`config.mk`:
```
export PLATFORM = sky130hd
export DESIGN_NAME = centroid_div_sched
export DESIGN_NICKNAME = d
export VERILOG_FILES = /design/src/rtl/centroid_div_sched.sv
export SDC_FILE = /design/constraint.sdc
export NUM_CORES = 1
export LEC_CHECK = 0
export CAP_MARGIN = 25
export CORE_MARGIN = 5
export CORE_UTILIZATION = 45
export CTS_BUF_LIST = sky130_fd_sc_hd__clkbuf_4
export CTS_CLUSTER_SIZE = 20
export DETAILED_ROUTE_END_ITERATION = 6
export HOLD_SLACK_MARGIN = 0.1
export PLACE_DENSITY = 0.73
export SYNTH_ARGS = -nofsm -noshare
export SYNTH_HDL_FRONTEND = slang
export SYNTH_SLANG_ARGS = --single-unit
```
`constraint.sdc`:
```
create_clock -name clk -period 2.8 [get_ports clk]
set_input_delay 0.56 -clock clk [delete_from_list [all_inputs] [get_ports clk]]
set_output_delay 0.56 -clock clk [all_outputs]
set_load 0.005 [all_outputs]
```
`src/rtl/centroid_div_sched.sv`:
```
// rtl/centroid_div_sched.sv - centroid scheduler sharing one divider between x and y
//
// Purpose: on each end-of-frame, divides the x and y moments by the frame area
// using a single external divider, then publishes x/y together with a valid
// pulse. A one-deep pending slot absorbs an end-of-frame that arrives while a
// frame is still being divided; if that slot is already full, the older pending
// frame is dropped and overrun pulses.
//
// Optional feature: define CENTROID_DIV_WATCHDOG_EN to abort a division that
// has not returned div_qv within TMO cycles (err pulses, state returns to IDLE,
// pending slot is kept). Without it the block waits for div_qv indefinitely and
// err is tied low.
//
// Ports:
//   clk, rst_n          clock, synchronous active-low reset
//   eof, m_00/01/10     end-of-frame pulse and that frame's area / x / y moments
//   div_start           one-cycle start strobe to the shared divider
//   div_dividend/divisor operands, stable while the divider is busy
//   div_quotient/qv     divider result and its valid pulse
//   x, y, valid         centroid coordinates and their one-cycle update pulse
//   empty               last published frame had area 0
//   overrun             one-cycle pulse when a pending frame is dropped
//   err                 one-cycle pulse on divider timeout
module centroid_div_sched #(
  parameter int DW  = 32,
  parameter int VW  = 20,
  parameter int TMO = 64
) (
  input  logic          clk,
  input  logic          rst_n,
  input  logic          eof,
  input  logic [VW-1:0] m_00,
  input  logic [DW-1:0] m_01,
  input  logic [DW-1:0] m_10,
  output logic          div_start,
  output logic [DW-1:0] div_dividend,
  output logic [VW-1:0] div_divisor,
  input  logic [DW-1:0] div_quotient,
  input  logic          div_qv,
  output logic [DW-1:0] x,
  output logic [DW-1:0] y,
  output logic          valid,
  output logic          empty,
  output logic          overrun,
  output logic          err
);

  typedef enum logic [2:0] {
    IDLE    = 3'd0,
    START_X = 3'd1,
    WAIT_X  = 3'd2,
    START_Y = 3'd3,
    WAIT_Y  = 3'd4,
    DONE    = 3'd5
  } state_t;

  state_t state, state_nxt;

  logic          pend_full;
  logic [VW-1:0] pend_m00;
  logic [DW-1:0] pend_m01;
  logic [DW-1:0] pend_m10;

  // div_divisor doubles as the area shadow and div_dividend holds the x moment
  // shadow until the x division returns; the y moment waits in sh_m10.
  logic [DW-1:0] sh_m10;
  logic [DW-1:0] x_pend;

  logic          cap;
  logic [VW-1:0] cap_m00;
  logic [DW-1:0] cap_m01;
  logic [DW-1:0] cap_m10;
  logic          waiting;
  logic          timeout;

  // A live eof always wins over the pending slot; the slot is then dropped.
  assign cap     = (state == IDLE) && (eof || pend_full);
  assign cap_m00 = eof ? m_00 : pend_m00;
  assign cap_m01 = eof ? m_01 : pend_m01;
  assign cap_m10 = eof ? m_10 : pend_m10;
  assign waiting = (state == WAIT_X) || (state == WAIT_Y);

  assign div_start = (state == START_X) || (state == START_Y);
  assign valid     = (state == DONE);

`ifdef CENTROID_DIV_WATCHDOG_EN
  localparam int WDW = $clog2(TMO + 1);
  logic [WDW-1:0] wd_cnt;

  // Restarts from zero on every entry to a wait state.
  always_ff @(posedge clk) begin
    if (!rst_n) begin
      wd_cnt <= '0;
    end else if (waiting) begin
      wd_cnt <= wd_cnt + 1'b1;
    end else begin
      wd_cnt <= '0;
    end
  end

  assign timeout = waiting && !div_qv && (wd_cnt == WDW'(TMO - 1));

  always_ff @(posedge clk) begin
    if (!rst_n) begin
      err <= 1'b0;
    end else begin
      err <= timeout;
    end
  end
`else
  // TMO only sizes the watchdog, which is absent in this build.
  logic tmo_unused;
  assign tmo_unused = (TMO > 0);
  assign timeout    = 1'b0;
  assign err        = 1'b0;
`endif

  always_comb begin
    state_nxt = state;
    case (state)
      IDLE: begin
        if (cap) begin
          state_nxt = (cap_m00 == '0) ? DONE : START_X;
        end
      end
      START_X: state_nxt = WAIT_X;
      WAIT_X: begin
        if (div_qv) begin
          state_nxt = START_Y;
        end else if (timeout) begin
          state_nxt = IDLE;
        end
      end
      START_Y: state_nxt = WAIT_Y;
      WAIT_Y: begin
        if (div_qv) begin
          state_nxt = DONE;
        end else if (timeout) begin
          state_nxt = IDLE;
        end
      end
      DONE:    state_nxt = IDLE;
      default: state_nxt = IDLE;
    endcase
  end

  always_ff @(posedge clk) begin
    if (!rst_n) begin
      state        <= IDLE;
      pend_full    <= 1'b0;
      pend_m00     <= '0;
      pend_m01     <= '0;
      pend_m10     <= '0;
      sh_m10       <= '0;
      x_pend       <= '0;
      div_dividend <= '0;
      div_divisor  <= '0;
      x            <= '0;
      y            <= '0;
      empty        <= 1'b0;
      overrun      <= 1'b0;
    end else begin
      state <= state_nxt;

      // Any eof that finds the slot full displaces it: overwritten when busy,
      // discarded in favour of the live eof when idle.
      overrun <= eof && pend_full;

      if (state != IDLE) begin
        if (eof) begin
          pend_full <= 1'b1;
          pend_m00  <= m_00;
          pend_m01  <= m_01;
          pend_m10  <= m_10;
        end
      end else begin
        pend_full <= 1'b0;
      end

      if (cap) begin
        div_divisor  <= cap_m00;
        div_dividend <= cap_m01;
        sh_m10       <= cap_m10;
        // Zero area skips the divider; empty is visible with the valid pulse.
        if (cap_m00 == '0) begin
          empty <= 1'b1;
        end
      end

      if ((state == WAIT_X) && div_qv) begin
        x_pend       <= div_quotient;
        div_dividend <= sh_m10;
      end

      // x and y change only here, so they are published together with valid.
      if ((state == WAIT_Y) && div_qv) begin
        x     <= x_pend;
        y     <= div_quotient;
        empty <= 1'b0;
      end
    end
  end

endmodule

```
==> summary.txt, run 1 <==
Most frequent cells after synthesis: nand2_1 (320), dfxtp_1 (270), a21oi_1 (153)
P&R area growth vs syn: 33.54%
Synth top area cells: dfxtp_1 (51%), nand2_1 (11%), mux2i_1 (8.0%)
Syn Std Cell Area: 10520 um^2
Ports: 241
Period minus WS final: 2.471 ns
Core Rows: 56
Fin crit share: 0.8824
Fraction of final layout cells sized beyond drive strength 1: 0.1178
Ys Warns: 0
Clk slew on worst S/H paths: 0.06 ns
H-tree depth: 3
Hold Crit Depth: 2
DIE HEIGHT: 162.9 um
Cell taking the most area after synthesis: dfxtp_1
Synth top area share: 0.5137
Syn Nets: 1344
First-pass GRT wire length: 45510 um
Worst hold slack: 0.4141 ns
Asr flop ratio synth: 0
Pwr Density: 865.5 nW/um^2
Finished Core Util: 0.6041
Hold crit path type: in -> reg
Worst Tran Pin Value: 0.6956 ns
Largest net degree at the start of global routing: 93
Die width: 162.9 um
Most common cell in the synthesized netlist: nand2_1
Root buffer cell: clkbuf_4
PortBufs: 239
Max-Cap Viols: 0
Fin. Hold Viols: 0
Initial Utilization: 0.4523
Initial antenna violation count: 3
CP Launch Type: flip-flop
Hold buffer count at CTS: 0
CTS resizes: 0
Endpoints failing setup: 0
Worst vdd ir: 0.0004291 V
RSZ-0062 raised after global routing: no
Final setup TNS: 0 ns
RePlAce Congestion: 0.7664
Critical path fanouts, max: 9
Post-synth EDFFs: 0
Vias per inst: 5.132
FF-to-FF path depth: 5
Remaining DRCs: 0
Required @ worst endpoint: 2.24 ns
CTS max path bufs: 3
Top_reg_cell synth: dfxtp_1
CTS Sinks: 270
CP Class: reg -> out
WP data arrival: 1.91 ns
GRT Util Overall: 0.2067
Sequential area share after synthesis: 0.5137
Nets: 1574
HPWL after DPL: 18450 um
Routed WL: 28190 um
Die area: 26540 um^2
Rel. slew slack: 0.5363
Worst-Skew Late Latency: 0.64 ns
Final antenna-violating net count: 0
Gr ovfl total: 0
Synth Area per Inst: 8.597 um^2
TritonCTS clock tree: done
Total CTS buffers: 72
Max Fclk: 404.7 MHz
Iter 0 DRT Violations: 555
Core ar.: 23260 um^2
Initial DRT Pass Iterations: 5
Vias in the first global route: 8893
Final std cells w/o fill: 1823
Status: complete, no violations
Worst setup EP type: primary output
Flop and latch count out of synthesis: 270
Post CTS Setup Buffer Count: 0
Routed WL per cell: 15.46 um
DR vias: 9356
Synth cell types: 35
Max Clock Skew: 0.02549 ns
P_leak: 5.150 nW
DP Cell Count: 1699
Max-slew violations: 0
Post-Syn Instances: 1224
final cells by class:
| cell class | count | area (um^2) |
|---|---|---|
| inverters | 2 | 12.51 |
| clock inverters | 7 | 60.06 |
| repair buffers | 263 | 2665 |
| well taps | 319 | 399.1 |
| flip-flops and latches | 270 | 5405 |
| multi-input cells | 845 | 4642 |
| clock buffers | 115 | 863.3 |
| fillers | 2088 | 9210 |
| diodes | 2 | 5.005 |
worst paths after layout:
check                           slack, ns                   endpoint                    from
worst max-delay path                 0.33                      valid   state[0]$_SDFFE_PN0P_
worst max register to register       0.69  pend_m10[25]$_SDFFE_PN0N_   state[0]$_SDFFE_PN0P_
worst min register to register       0.45          x[6]$_SDFFE_PN0P_  x_pend[6]$_SDFFE_PN0P_
worst min-delay path                 0.41         overrun$_SDFF_PN0_                     eof
where the power goes:
part	switching [mW]	internal, mW
combinational	1.91	1.63
clock	1.55	1.94
sequential	0.456	4.68
logic make-up after synthesis:
family / count (synthesis) / synth area share
multiplexers: 85 / 0.08098
XOR/XNOR: 1 / 0.0008325
AO/OA/AOI/OAI: 304 / 0.1836
AND/OR/NAND/NOR: 454 / 0.1736
other: 1 / 0.0003564
flip-flops: 270 / 0.5137
buffers and inverters: 109 / 0.04697
worst max-delay path, stage by stage, from the launching register on:
cell and delay [ns]:
dfxtp_1 0.52, and3b_1 0.21, clkdlybuf4s50_1 0.55
state kept, by name, summed over array words and instances, names as in the netlist:
signal	flops
div_dividend	32
empty	1
pend_m10	32
x	32
pend_full	1
state	3
pend_m00	20
x_pend	32
div_divisor	20
overrun	1
y	32
pend_m01	32
sh_m10	32
per-stage QoR:
stage	setup slack, ns	area, um^2	total power, mW
6_report	0.3292	14050	12.16
5_1_grt	0.1884	14050	12.99
4_1_cts	0.2294	14050	12.33
3_5_place_dp	0.3166	13120	8.786
3_3_place_gp	0.4167	13120	8.688
2_1_floorplan	1.113	10520	7.389
cell usage in the layout, fill, tap and decap left out, types with 2 or more instances in the layout:
master	n
and3b_1	2
or3_2	2
nand3_1	2
o21ai_0	35
nor2_1	75
clkinvlp_4	2
clkdlybuf4s50_1	237
nand4_1	2
nand2_1	319
clkinv_1	2
nor3_1	35
dfxtp_1	270
mux2i_1	84
nor4_1	9
a211oi_1	82
a211oi_2	21
clkbuf_4	115
buf_4	17
a21oi_1	153
a21boi_0	4
o211a_1	5
diode_2	2
buf_12	8
inv_2	2
per-layer routing:
layer	part of all wire	global-route usage	up-vias	wire length, um
met5	0.00046	0	-	13
met4	0.021	0.08006	2	602
met3	0.069	0.05416	48	1941
met2	0.46	0.3289	275	13050
met1	0.45	0.2701	4332	12580
li1	-	-	4699	-
No activity file was read; power rests on OpenSTA's default activity.
==> run 2, diff against run 1 <==
PLACE_DENSITY = 0.76   (was 0.73)
clock period = 2.25 ns   (was 2.8 ns; I/O delays follow)
==> run 2 against run 1 <==
Net effect: register-to-register slack lost 0.30 ns; sequential cell count is the same; power grew 24%; critical path depth is the same; global-route usage is essentially flat; utilization grew 0.33 points; sequential power grew 25%; sequential share of layout area shrank 0.21 points; hold slack lost 0.095 ns; largest cell class unchanged; largest power group unchanged; highest routed layer is now met4.
==> summary.txt, run 2 (synthesis gave the netlist of run 1 again) <==
Status: complete, no violations
WL met1: 12600 um
WHS Endpoint: pend_full$_SDFFE_PN0P_
WP data arrival: 1.56 ns
Clk pwr share: 0.277
Ports: 241
Routed WL per cell: 15.45 um
H-tree depth: 3
First-pass GRT wire length: 45570 um
Fillers: 2054
Remaining DRCs: 0
Pwr Density: 1066 nW/um^2
RePlAce Congestion: 0.7648
Combinational cell fraction of total power: 0.299
Critical R2R Launch: state[1]$_SDFFE_PN0P_
CTS Sinks: 270
Initial DRT Pass Iterations: 5
Fraction of final layout cells sized beyond drive strength 1: 0.1157
DP Worst Slack: 0.04153 ns
Iter 0 DRT Violations: 573
Hold Crit Depth: 3
Finished Core Util: 0.6074
CTS max path bufs: 3
Max-slew violations: 0
Clk slew on worst S/H paths: 0.06 ns
Fin. Hold Viols: 0
Routed WL: 28190 um
Max-Cap Viols: 0
Flop pwr share: 0.424
Worst-Skew Late Latency: 0.65 ns
Worst setup EP type: primary output
Commonest cells after routing, fill and taps aside: nand2_1 (319), dfxtp_1 (270), clkdlybuf4s50_1 (235)
Top sig layer: met4
Final setup TNS: 0 ns
Die width: 162.9 um
Crit-path slowest cell: dfxtp_1
Nets: 1582
Start point of the worst min-delay path: eof
DIE HEIGHT: 162.9 um
Setup slack, reg-to-reg: 0.39 ns
PortBufs: 239
Max Clock Skew: 0.05049 ns
Multi-input gate area: 4642 um^2
Metal3 WL: 1824 um
P&R area growth vs syn: 34.27%
Vias in the first global route: 9091
Hold buffer count at CTS: 0
Final antenna-violating net count: 0
Hold crit path type: in -> reg
HPWL after DPL: 18840 um
FF-to-FF End: pend_m00[14]$_SDFFE_PN0N_
DR vias: 9354
Setup WS post-layout: 0.2424 ns
Total CTS buffers: 70
Critical path, cell by cell: and3b_1 > dlygate4sd2_1
Slowest stage delay, CP: 0.45 ns
Most common cell after layout, fill and taps aside: nand2_1
FF+latch area: 5405 um^2
Root buffer cell: clkbuf_4
CP Class: reg -> out
Worst vdd ir: 0.0006000 V
Psw: 4.850 mW
Largest net degree at the start of global routing: 67
Sw frac: 0.3219
Met2 Wirelength: 13150 um
Core Rows: 56
Endpoints failing setup: 0
TritonCTS clock tree: done
Die area: 26540 um^2
Required @ worst endpoint: 1.80 ns
RSZ-0062 raised after global routing: no
Critical path fanouts, max: 8
GRT Util Overall: 0.2065
CP Launch Type: flip-flop
Initial Utilization: 0.4523
Core ar.: 23260 um^2
FF-to-FF path depth: 6
Vias per inst: 5.125
Max Fclk: 498.1 MHz
Int Pwr: 10.22 mW
Gr ovfl total: 0
Fin crit share: 0.8923
P_leak: 5.189 nW
Initial antenna violation count: 2
Period minus WS final: 2.008 ns
## run 2: cell types whose count changed in the layout (fill, tap and decap cells not counted), sizes merged
| cell | previous run | this run |
|---|---|---|
| buf | 26 | 36 |
| bufinv | 1 | 2 |
| clkbuf | 115 | 102 |
| clkdlybuf4s50 | 237 | 235 |
| clkinv | 2 | 9 |
| clkinvlp | 2 | 0 |
| dlygate4sd2 | 0 | 2 |
| inv | 4 | 3 |
## run 2: worst max-delay path by stage
stage,startpoint,to,depth (start not counted)
3_5_place_dp,m_00[5],state[2]$_SDFFE_PN0P_,5
6_report,state[1]$_SDFFE_PN0P_,valid,2
4_1_cts,state[1]$_SDFFE_PN0P_,valid,2
5_1_grt,state[1]$_SDFFE_PN0P_,valid,2
3_3_place_gp,m_00[5],state[2]$_SDFFE_PN0P_,5
2_1_floorplan,state[0]$_SDFFE_PN0P_,pend_m10[17]$_SDFFE_PN0N_,8
## run 2: area by class of cell
class | instances | share of cell area
Clock inverter | 12 | 0.007616
Timing Repair Buffer | 273 | 0.1976
Multi-Input combinational cell | 845 | 0.3285
Sequential cell | 270 | 0.3826
Tap cell | 319 | 0.02825
Inverter | 2 | 0.0008856
Clock buffer | 102 | 0.05420
Antenna cell | 2 | 0.0003542
## run 2: repair_timing
item	CTS	global route
gates resized for setup	3	0
endpoints found under the setup margin	2	0
buffers inserted	0	0
## run 2: metal layers
metal	vias to the layer above	global-route usage
li1	4724	-
met1	4316	0.2706
met2	267	0.3300
met3	47	0.05087
met4	0	0.07968
met5	-	0
## run 2: power by group through the flow
| stage | Sequential [mW] | Clock (mW) | Combinational (mW) |
|---|---|---|---|
| floorplan | 6.37 | 0 | 2.83 |
| global placement | 6.45 | 0 | 4.43 |
| detailed placement | 6.48 | 0 | 4.54 |
| CTS | 6.38 | 4.33 | 4.56 |
| global route | 6.51 | 4.58 | 5.01 |
| finish | 6.39 | 4.18 | 4.50 |
## run 2: critical path: cells and delay by family, from the launching register on
family | cells | cell delay, ns
buf+inv | 1 | 0.28
flops | 1 | 0.45
simple gates | 1 | 0.20
## run 2: through the flow
stage                     power [mW]  hold slack [ns]  area [um^2]  cells
after floorplan                9.195           0.4321        10520   1224
after global placement         10.88           0.4357        13250   1709
after detailed placement       11.02           0.4428        13250   1709
after CTS                      15.27           0.2647        14120   1823
after global routing           16.10           0.3031        14130   1825
final                          15.07           0.3187        14130   1825
==> run 3, diff against run 2 <==
SLEW_MARGIN = 5   (was not set)
==> results of run 3 <==
Final layout, timing and power as in run 2 (identical DEF).
